`src/rtl/calc_keys_pkg.sv`:
```
// Shared key-code constants, FSM encoding and operator decode for the keypad-to-CU path.
package calc_keys_pkg;

  localparam logic [3:0] KEY_SUBMIT   = 4'hF;
  localparam logic [3:0] KEY_OPT_BASE = 4'hA;
  localparam int         OPT_W        = 3;
  localparam int         NUM_W        = 4;

  localparam logic [1:0] ST_IDLE  = 2'd0;
  localparam logic [1:0] ST_ISSUE = 2'd1;
  localparam logic [1:0] ST_GAP   = 2'd2;

  // Operator keys A..E map onto CU operator codes 1..5.
  function automatic logic [OPT_W-1:0] opt_of(input logic [3:0] code);
    logic [3:0] diff;
    diff = code - (KEY_OPT_BASE - 4'd1);
    return diff[OPT_W-1:0];
  endfunction

endpackage

```
`src/rtl/key_fifo.sv`:
```
// Synchronous DEPTH x W FIFO; full/empty are registered and next-state flags are exported
// so the owner can register status outputs that line up with the flags.
module key_fifo #(
  parameter int DEPTH = 4,
  parameter int W     = 4
) (
  input  logic         clk,
  input  logic         reset,
  input  logic         clr,
  input  logic         push,
  input  logic         pop,
  input  logic [W-1:0] din,
  output logic [W-1:0] dout,
  output logic         full,
  output logic         empty,
  output logic         full_nxt,
  output logic         empty_nxt
);

  localparam int AW = $clog2(DEPTH);

  logic [W-1:0]  mem_q [DEPTH];
  logic [AW-1:0] wr_ptr_q, wr_ptr_d, rd_ptr_q, rd_ptr_d;
  logic [AW:0]   count_q, count_d;
  logic          full_q, empty_q;
  logic          do_push, do_pop;

  // Pointer and occupancy next-state; a full FIFO refuses a push even if a pop happens this cycle.
  always_comb begin
    do_push  = push & ~full_q & ~clr;
    do_pop   = pop & ~empty_q & ~clr;
    wr_ptr_d = wr_ptr_q;
    rd_ptr_d = rd_ptr_q;
    count_d  = count_q;
    if (clr) begin
      wr_ptr_d = '0;
      rd_ptr_d = '0;
      count_d  = '0;
    end else begin
      wr_ptr_d = do_push ? wr_ptr_q + AW'(1) : wr_ptr_q;
      rd_ptr_d = do_pop  ? rd_ptr_q + AW'(1) : rd_ptr_q;
      count_d  = count_q + (AW+1)'(do_push) - (AW+1)'(do_pop);
    end
    full_nxt  = (count_d == (AW+1)'(DEPTH));
    empty_nxt = (count_d == '0);
  end

  // Control state registers.
  always_ff @(posedge clk) begin
    if (!reset) begin
      wr_ptr_q <= '0;
      rd_ptr_q <= '0;
      count_q  <= '0;
      full_q   <= 1'b0;
      empty_q  <= 1'b1;
    end else begin
      wr_ptr_q <= wr_ptr_d;
      rd_ptr_q <= rd_ptr_d;
      count_q  <= count_d;
      full_q   <= full_nxt;
      empty_q  <= empty_nxt;
    end
  end

  // Storage array; contents are only meaningful while not empty.
  always_ff @(posedge clk) begin
    if (reset && do_push) begin
      mem_q[wr_ptr_q] <= din;
    end
  end

  assign dout  = mem_q[rd_ptr_q];
  assign full  = full_q;
  assign empty = empty_q;

endmodule

```
`src/rtl/key_event_sequencer.sv`:
```
// Buffers keypad codes and replays them to the CU as single, non-overlapping strobes
// separated by a guaranteed idle gap (longer after submit to cover CU compute time).
module key_event_sequencer
  import calc_keys_pkg::*;
#(
  parameter int DEPTH      = 4,
  parameter int PULSE_CYC  = 2,
  parameter int GAP_CYC    = 2,
  parameter int SUBMIT_GAP = 8
) (
  input  logic             clk,
  input  logic             reset,
  input  logic             key_valid,
  input  logic [3:0]       key_code,
  input  logic             flush,
  output logic             key_ready,
  output logic             overflow,
  output logic             busy,
  output logic [NUM_W-1:0] num,
  output logic             numPressed,
  output logic [OPT_W-1:0] opt,
  output logic             optPressed,
  output logic             submit
);

  localparam logic [7:0] PULSE_LD  = 8'(PULSE_CYC - 1);
  localparam logic [7:0] GAP_LD    = 8'(GAP_CYC - 1);
  localparam logic [7:0] SUBMIT_LD = 8'(SUBMIT_GAP - 1);

  logic [1:0]       state_q, state_d;
  logic [7:0]       cnt_q, cnt_d;
  logic [NUM_W-1:0] num_q, num_d;
  logic [OPT_W-1:0] opt_q, opt_d;
  logic             np_q, np_d, op_q, op_d, sub_q, sub_d;
  logic             ovf_q, ovf_d, rdy_q, rdy_d, busy_q, busy_d;

  logic [3:0] fifo_dout;
  logic       fifo_full, fifo_empty, fifo_full_nxt, fifo_empty_nxt, fifo_pop;

  assign fifo_pop = (state_q == ST_IDLE) & ~fifo_empty & ~flush;

  key_fifo #(.DEPTH(DEPTH), .W(4)) u_fifo (
    .clk       (clk),
    .reset     (reset),
    .clr       (flush),
    .push      (key_valid),
    .pop       (fifo_pop),
    .din       (key_code),
    .dout      (fifo_dout),
    .full      (fifo_full),
    .empty     (fifo_empty),
    .full_nxt  (fifo_full_nxt),
    .empty_nxt (fifo_empty_nxt)
  );

  // Command FSM, decode and status next-state.
  always_comb begin
    state_d = state_q;
    cnt_d   = cnt_q;
    num_d   = num_q;
    opt_d   = opt_q;
    np_d    = np_q;
    op_d    = op_q;
    sub_d   = sub_q;
    ovf_d   = ovf_q;
    if (flush) begin
      state_d = ST_IDLE;
      cnt_d   = 8'd0;
      num_d   = '0;
      opt_d   = '0;
      np_d    = 1'b0;
      op_d    = 1'b0;
      sub_d   = 1'b0;
      ovf_d   = 1'b0;
    end else begin
      ovf_d = ovf_q | (key_valid & fifo_full);
      case (state_q)
        ST_IDLE: begin
          if (!fifo_empty) begin
            state_d = ST_ISSUE;
            cnt_d   = PULSE_LD;
            if (fifo_dout == KEY_SUBMIT) begin
              sub_d = 1'b1;
            end else if (fifo_dout >= KEY_OPT_BASE) begin
              op_d  = 1'b1;
              opt_d = opt_of(fifo_dout);
            end else begin
              np_d  = 1'b1;
              num_d = fifo_dout;
            end
          end else begin
            state_d = ST_IDLE;
          end
        end
        ST_ISSUE: begin
          if (cnt_q == 8'd0) begin
            state_d = ST_GAP;
            cnt_d   = sub_q ? SUBMIT_LD : GAP_LD;
            num_d   = '0;
            opt_d   = '0;
            np_d    = 1'b0;
            op_d    = 1'b0;
            sub_d   = 1'b0;
          end else begin
            cnt_d = cnt_q - 8'd1;
          end
        end
        ST_GAP: begin
          if (cnt_q == 8'd0) begin
            state_d = ST_IDLE;
          end else begin
            cnt_d = cnt_q - 8'd1;
          end
        end
        default: begin
          state_d = ST_IDLE;
          cnt_d   = 8'd0;
          num_d   = '0;
          opt_d   = '0;
          np_d    = 1'b0;
          op_d    = 1'b0;
          sub_d   = 1'b0;
        end
      endcase
    end
    rdy_d  = ~fifo_full_nxt;
    busy_d = ~fifo_empty_nxt | (state_d != ST_IDLE);
  end

  // All state and outputs register here.
  always_ff @(posedge clk) begin
    if (!reset) begin
      state_q <= ST_IDLE;
      cnt_q   <= 8'd0;
      num_q   <= '0;
      opt_q   <= '0;
      np_q    <= 1'b0;
      op_q    <= 1'b0;
      sub_q   <= 1'b0;
      ovf_q   <= 1'b0;
      rdy_q   <= 1'b1;
      busy_q  <= 1'b0;
    end else begin
      state_q <= state_d;
      cnt_q   <= cnt_d;
      num_q   <= num_d;
      opt_q   <= opt_d;
      np_q    <= np_d;
      op_q    <= op_d;
      sub_q   <= sub_d;
      ovf_q   <= ovf_d;
      rdy_q   <= rdy_d;
      busy_q  <= busy_d;
    end
  end

  assign key_ready  = rdy_q;
  assign overflow   = ovf_q;
  assign busy       = busy_q;
  assign num        = num_q;
  assign numPressed = np_q;
  assign opt        = opt_q;
  assign optPressed = op_q;
  assign submit     = sub_q;

endmodule
```
`config.mk`:
```
export PLATFORM = sky130hd
export DESIGN_NAME = key_event_sequencer
export DESIGN_NICKNAME = d
export VERILOG_FILES = /design/src/rtl/calc_keys_pkg.sv /design/src/rtl/key_fifo.sv /design/src/rtl/key_event_sequencer.sv
export SDC_FILE = /design/constraint.sdc
export NUM_CORES = 1
export LEC_CHECK = 0
export BUFFER_PORTS_ARGS = -buffer_cell sky130_fd_sc_hd__buf_2
export CAP_MARGIN = 25
export CELL_PAD_IN_SITES_DETAIL_PLACEMENT = 2
export CELL_PAD_IN_SITES_GLOBAL_PLACEMENT = 2
export CORE_MARGIN = 4
export CORE_UTILIZATION = 41
export DETAILED_ROUTE_END_ITERATION = 16
export PLACE_DENSITY = 0.93
export RECOVER_POWER = 100
export SLEW_MARGIN = 20
export SYNTH_ARGS = -nofsm -noshare
export SYNTH_HDL_FRONTEND = slang
export SYNTH_SLANG_ARGS = --single-unit
```
`constraint.sdc`:
```
create_clock -name clk -period 8 [get_ports clk]
set_clock_uncertainty 0.15 [all_clocks]
set_input_delay 0.8 -clock clk [delete_from_list [all_inputs] [get_ports clk]]
set_output_delay 0.8 -clock clk [all_outputs]
set_load 0.05 [all_outputs]
```
==> results_dict.tcl, run 1 <==
set metrics [dict create \
    port_buffers 20 \
    cts_sinks 50 \
    hold_viol 0 \
    synth_mux_area_share_pct 4.676 \
    dpl_cell_area_mm2 0.002312 \
    coreArea_mm2 0.005075 \
    start_util_pct 42.18 \
    leakage_nw 0.8899 \
    power_mw 0.5624 \
    reg2regPathDepth 5 \
    dpl.hpwl_um 3987 \
    worstPathBufferInverterCount 0 \
    fin_setup_tns_ns 0 \
    synthSimpleGateAreaFrac_pct 14.61 \
    die_w_um 80.26 \
    synth_top_family_by_area "simple AND/OR/NAND/NOR gates" \
    startpoint_type "flop" \
    post-route-period-util_pct 38.94 \
    ant_nets 0 \
    cts_made_buffers 5 \
    syn_inst 191 \
    grt_pass1_vias 1667 \
    yosysWarnings 0 \
    wl_um 5519 \
    clk_latency_ns 0.32 \
    rsz0062_at_grt "no" \
    finalNetCount 233 \
    finish.instance_area_mm2 0.002419 \
    grt_antenna_before_repair 0 \
    syn-num-nets 210 \
    clock-root-buffer "clkbuf_8" \
    yosysSeqAreaShare_pct 54.24 \
    timing.rr.start "cnt_q[3]$_SDFFE_PP0P_" \
    drive_above_1_share_pct 7.442 \
    grt.total_usage_pct 19.45 \
    drc 0 \
    worstHoldStart "opt[2]$_SDFFE_PP0P_" \
    antenna_cells 0 \
    wl_per_cell_um 19.36 \
    grt_overflow 0 \
    via_per_inst 5.393 \
    pre_cts_ws_ns 4.701 \
    r2r-end "num[1]$_SDFFE_PP0P_" \
    dieHeight_um 80.26 \
    synth-edff-count 16 \
    cts.clk_slew.worst_paths_ns 0.10 \
    post_cts_resized 0 \
    synth_compound_area_share_pct 12.74 \
    yosys_register_bits 50 \
    async_reset_ff_share_pct 0 \
    ys_types 39 \
    slew-limit-headroom_pct 20.87 \
    endpoint_kind "flop" \
    ir_drop_mv 0.1866 \
    drt-initial-drc-count 56 \
    cp_cell_sequence "or4_1 -> o31a_1 -> o21ai_0 -> o21ai_0 -> a22o_1" \
    setup_ws_ns 4.885 \
    synth_xor_area_share_pct 4.091 \
    avgSynthCellArea_um2 11.21 \
    yosysTopAreaCell "dfxtp_1" \
    cts_tree "done" \
    cp_max_fo 9 \
    io_pins 21 \
    syn-cell-area_mm2 0.002141 \
    htreeDepth 2 \
    crit_family "compound AO/OA/AOI/OAI gates" \
    cts_hold_buf 0 \
    yosysTopAreaCellShare_pct 31.79 \
    cp_slowest_cell "o21ai_0" \
    hold_depth 1 \
    vias 1537 \
    arrival_ns 3.18 \
    reg2reg_slack_ns 4.88 \
    gp_congestion 0.7463 \
    yosys-top-cells-area "dfxtp_1 32%, edfxtp_1 22%, ha_1 5.8%" \
    post_cts_buffers 0 \
    grt_max_degree 17 \
    drtPass1Iterations 4 \
    criticalPathCategory "flop to flop" \
    tightest_slew_ns 1.178 \
    rows 26 \
    synth_fa_ha_area_share_pct 6.780 \
    max_freq_mhz 321.0 \
    synth_top_flop_cell "dfxtp_1" \
    crit_required_ns 8.06 \
    grt_first_pass_wirelength_um 9211 \
    setup_violations 0 \
    syn_to_final_growth_pct 12.97 \
    maxCapViolations 0 \
    min_period_ns 3.115 \
    min_path_type "flop to flop" \
    powerDensity_mw_per_mm2 232.5 \
    die_area_mm2 0.006442 \
    status "completed" \
    min_to "opt[2]$_SDFFE_PP0P_" \
    crit_top_cell "o21ai_0" \
    slowest_delay_ns 0.73 \
    clockBufferDepth 2 \
    slew_viol_final 0 \
    fill_cells 554 \
]
## flip-flops by register name, indices dropped and copies added (netlist names), named ones only
name,count
opt,3
state_q,2
busy,1
optPressed,1
key_ready,1
u_fifo.full,1
u_fifo.count_q,3
u_fifo.mem_q,16
u_fifo.empty,1
num,4
submit,1
u_fifo.wr_ptr_q,2
overflow,1
u_fifo.rd_ptr_q,2
cnt_q,8
numPressed,1
## cell usage after synthesis, drive strengths merged (3+ instances only)
cell     instances
nor3             3
nor3b            4
a2111oi          4
or4              3
a211oi           3
xnor2            8
ha              10
nor2            21
edfxtp          16
a22o             4
inv             12
dfxtp           34
nand2            8
and3             5
o21ai            6
a21oi           12
nor2b            4
nand2b           6
clkbuf           3
mux4             4
## worst max path at each step
stage / from / to / slack, ns / cells past startpoint
after floorplan: flush / key_ready$_SDFF_PN1_ / 5.08 / 11
after global placement: flush / key_ready$_SDFF_PN1_ / 4.85 / 12
after global routing: cnt_q[3]$_SDFFE_PP0P_ / num[0]$_SDFFE_PP0P_ / 4.58 / 5
after CTS: flush / key_ready$_SDFF_PN1_ / 5.01 / 10
after detailed placement: flush / key_ready$_SDFF_PN1_ / 4.70 / 10
final: cnt_q[3]$_SDFFE_PP0P_ / num[1]$_SDFFE_PP0P_ / 4.88 / 5
## per-stage QoR
step	cells	util (%)	hold WS, ns
CTS	285	48.27	0.3161
finish	285	47.66	0.3156
global route	285	47.66	0.3364
floorplan	191	-	0.3070
detailed placement	277	45.56	0.2911
global placement	277	45.56	0.2799
## power breakdown
part / switching (mW) / total [mW] / internal (mW)
logic: 0.0467 / 0.0701 / 0.0234
registers: 0.00722 / 0.276 / 0.269
clock network: 0.0909 / 0.216 / 0.125
## kinds of logic after synthesis
group	after synthesis
simple gates	59
flops	50
mux	5
xor+xnor	10
compound gates	40
buf+inv	16
fa+ha+maj	11
## layer usage
metal  global-route usage, %  vias to the layer above  part of all wire (%)
met4                   5.405                        0                   1.3
li1                        -                      733                     -
met3                   4.372                        8                   3.0
met2                   36.09                       26                    54
met1                   22.11                      770                    42
met5                       0                        -                     0
## placed cells by master (no fill, tap or decap), types with 2 or more instances in the layout
cell type	n
o2bb2ai_1	2
dfxtp_1	34
nor2b_1	4
o22ai_1	2
nand2_1	8
o21ai_0	6
nor3_1	3
a22o_1	4
clkbuf_8	5
or4_1	2
a2111oi_0	4
edfxtp_1	16
mux4_2	4
nor2_1	21
buf_2	2
a21o_1	2
ha_1	10
and3_1	5
a211oi_1	3
inv_1	12
nor3b_1	4
nand2b_1	6
nor4_1	2
xnor2_1	8
clkbuf_1	18
xor2_1	2
a21oi_1	12
bufinv_16	2
## cell type report
| type | instances | area [um2] | share of cell area (%) |
|---|---|---|---|
| clock buffers | 5 | 68.82 | 2.845 |
| clock inverters | 3 | 68.82 | 2.845 |
| inverters | 12 | 45.04 | 1.862 |
| multi-input cells | 125 | 909.6 | 37.61 |
| flip-flops and latches | 50 | 1161 | 48.01 |
| well taps | 70 | 87.58 | 3.621 |
| repair buffers | 20 | 77.57 | 3.207 |
Power figures use the tool's default switching activity.
==> run 2, diff against run 1 <==
ABC_AREA = 1   (was default)
CORE_UTILIZATION = 35   (was 41)
PLACE_DENSITY = 0.88   (was 0.93)
clock period = 2.9 ns   (was 8 ns; I/O delays follow)
==> run 2 against run 1 <==
Cell area grew 6.8%. Sequential power grew to 2.8 times the previous value. Cell count grew 31%. Total power grew to 2.8 times the previous value. Sequential share of layout area shrank 3.1 points. Worst hold slack lost 0.22 ns. Routed wire length grew 14%. First-iteration DRC count grew 16%. Largest power group unchanged. Highest routed layer unchanged.
==> results_dict.tcl, run 2 <==
set metrics [dict create \
    slew_viol_final 0 \
    slew-limit-headroom_pct 60.26 \
    ir_drop_mv 0.2857 \
    cts_tree "done" \
    rsz0062_at_grt "no" \
    vias 1885 \
    leakage_nw 1.026 \
    syn-num-nets 289 \
    powerDensity_mw_per_mm2 617.8 \
    yosysSeqAreaShare_pct 50.35 \
    status "completed" \
    cts.clk_slew.worst_paths_ns 0.09 \
    p_comb_share_pct 15.4 \
    grt_pass1_vias 2003 \
    p_seq_share_pct 47.7 \
    fin_setup_tns_ns 0 \
    async_reset_ff_share_pct 0 \
    crit_required_ns 2.93 \
    grt_max_degree 16 \
    pre_cts_ws_ns 0.2868 \
    post_cts_resized 0 \
    gp_congestion 0.7595 \
    io_pins 21 \
    tightest_slew_ns 0.5986 \
    most-common-layout-cells "49 x nand2_1, 43 x inv_1, 34 x dfxtp_1" \
    grt_first_pass_wirelength_um 10090 \
    worstHoldStart "key_valid" \
    coreArea_mm2 0.006386 \
    switching_share_pct 27.61 \
    grt.total_usage_pct 17.34 \
    start_util_pct 36.11 \
    wl_per_cell_um 16.79 \
    syn_to_final_growth_pct 12.05 \
    syn_inst 270 \
    grt.busiest_layer "met2" \
    startpoint_type "flop" \
    drc 0 \
    mostFrequentLayoutCell "nand2_1" \
    dieHeight_um 89.17 \
    grt_overflow 0 \
    setup_ws_ns 0.2014 \
    rows 29 \
    syn-cell-area_mm2 0.002306 \
    yosysMostFrequentCell "nand2_1" \
    grt_antenna_before_repair 0 \
    ys_types 32 \
    avgSynthCellArea_um2 8.541 \
    clock-root-buffer "clkbuf_8" \
    yosys_register_bits 50 \
    cts_hold_buf 0 \
    power.internal_mw 1.156 \
    yosys-top-cells-area "dfxtp_1 30%, edfxtp_1 21%, nand2_1 7.8%" \
    yosysTopAreaCellShare_pct 29.52 \
    synth_fa_ha_area_share_pct 6.294 \
    via_per_inst 5.040 \
    seqCellArea_mm2 0.001161 \
    finish.instance_area_mm2 0.002584 \
    cp_max_fo 9 \
    min_to "overflow$_SDFF_PP0_" \
    use_met3_pct 3.687 \
    finalNetCount 315 \
    die_w_um 89.17 \
    htreeDepth 2 \
    drive_above_1_share_pct 7.744 \
    synth_compound_area_share_pct 9.333 \
    largest_register "u_fifo.mem_q" \
    reg2reg_slack_ns 0.20 \
    post_cts_buffers 0 \
    dpl.hpwl_um 4570 \
    cts_sinks 50 \
    arrival_ns 2.73 \
    maxCapViolations 0 \
    yosysTopAreaCell "dfxtp_1" \
    p_clk_share_pct 36.8 \
    endpoint_kind "flop" \
    r2r-end "opt[1]$_SDFFE_PP0P_" \
    min_path_type "input pin to flop" \
    post-route-period-util_pct 93.06 \
    hold_depth 3 \
    setup_violations 0 \
    cts_made_buffers 5 \
    clk_latency_ns 0.32 \
    drtPass1Iterations 4 \
    largest_reg_flops 16 \
    fill_cells 757 \
    yosysWarnings 0 \
    synthSimpleGateAreaFrac_pct 23.77 \
    hold_viol 0 \
    synthTopCellsByCount "48 x nand2_1, 43 x inv_1, 34 x dfxtp_1" \
    drt-initial-drc-count 65 \
    power.switching_mw 0.4407 \
    synth_xor_area_share_pct 1.519 \
    wl_um 6280 \
    die_area_mm2 0.007951 \
    min_period_ns 2.699 \
    max_freq_mhz 370.6 \
    antenna_cells 0 \
    multi_input_area_um2 932.1 \
    synth_top_family_by_area "simple AND/OR/NAND/NOR gates" \
    clockBufferDepth 2 \
    synth_mux_area_share_pct 0 \
    dpl_cell_area_mm2 0.002491 \
    synth_top_flop_cell "dfxtp_1" \
    criticalPathCategory "flop to flop" \
    reg2regPathDepth 13 \
    grt.met2_usage_pct 31.15 \
    synth-edff-count 16 \
    ant_nets 0 \
    port_buffers 20 \
    use_met1_pct 19.94 \
    power_mw 1.596 \
]
-- run 2: cell types whose count changed after synthesis, moves of 9 or more --
| cell | previous run | this run |
|---|---|---|
| inv_1 | 12 | 43 |
| a21oi_1 | 12 | 22 |
| nor2_1 | 21 | 30 |
| nand2_1 | 8 | 48 |
| nand3_1 | 0 | 22 |
-- run 2: cells by family (layout without fill, tap and decap cells) --
logic type | count (synthesis) | in the layout
AO/OA/AOI/OAI | 38 | 38
XOR/XNOR | 4 | 4
adder cells (fa/ha/maj) | 11 | 11
buffers and inverters | 48 | 75
flip-flops | 50 | 50
AND/OR/NAND/NOR | 119 | 119
-- run 2: layout make-up --
| class | instances | area share [%] |
|---|---|---|
| Timing Repair Buffer | 23 | 3.632 |
| Inverter | 44 | 6.489 |
| Tap cell | 77 | 3.729 |
| Multi-Input combinational cell | 172 | 36.08 |
| Clock buffer | 5 | 2.663 |
| Clock inverter | 3 | 2.470 |
| Sequential cell | 50 | 44.94 |
-- run 2: routing by layer --
metal	vias to the layer above	wire length, um
li1	918	-
met1	939	2720
met2	20	3290
met3	8	147
met4	0	121
met5	-	0
-- run 2: worst max-delay path by stage --
| stage | startpoint | endpoint | slack, ns |
|---|---|---|---|
| 2_1_floorplan | state_q[1]$_SDFF_PN0_ | busy$_SDFF_PN0_ | 0.62 |
| 3_5_place_dp | state_q[0]$_SDFF_PN0_ | busy$_SDFF_PN0_ | 0.29 |
| 5_1_grt | state_q[0]$_SDFF_PN0_ | busy$_SDFF_PN0_ | 0.005 |
| 4_1_cts | state_q[0]$_SDFF_PN0_ | busy$_SDFF_PN0_ | 0.17 |
| 3_3_place_gp | state_q[1]$_SDFF_PN0_ | busy$_SDFF_PN0_ | 0.50 |
| 6_report | flop | opt[1]$_SDFFE_PP0P_ | 0.20 |
-- run 2: critical path, stage by stage (launching register included) --
cell      delay, ns
dfxtp_1        0.56
inv_4          0.11
nand2_1        0.08
nand3_1        0.07
nand2_1        0.17
inv_1          0.11
ha_1           0.24
nand3_1        0.09
nor2_1         0.07
a21oi_1        0.43
clkbuf_2       0.27
nand2_2        0.10
nand2_1        0.07
a21oi_1        0.06
-- run 2: power groups by stage --
| stage | combinational (mW) | clock [mW] | sequential [mW] |
|---|---|---|---|
| after global placement | 0.234 | 0 | 0.776 |
| after global routing | 0.277 | 0.629 | 0.765 |
| final | 0.246 | 0.588 | 0.762 |
| after detailed placement | 0.253 | 0 | 0.778 |
| after floorplan | 0.166 | 0 | 0.796 |
| after CTS | 0.260 | 0.600 | 0.762 |
-- run 2: metrics by stage --
step                      std cells  util (%)  hold WS, ns
after CTS                       374     41.09      0.03300
after floorplan                 270         -       0.2389
after detailed placement        366     39.01       0.3080
after global placement          366     39.01       0.2968
after global routing            374     40.46       0.1120
final                           374     40.46      0.09684
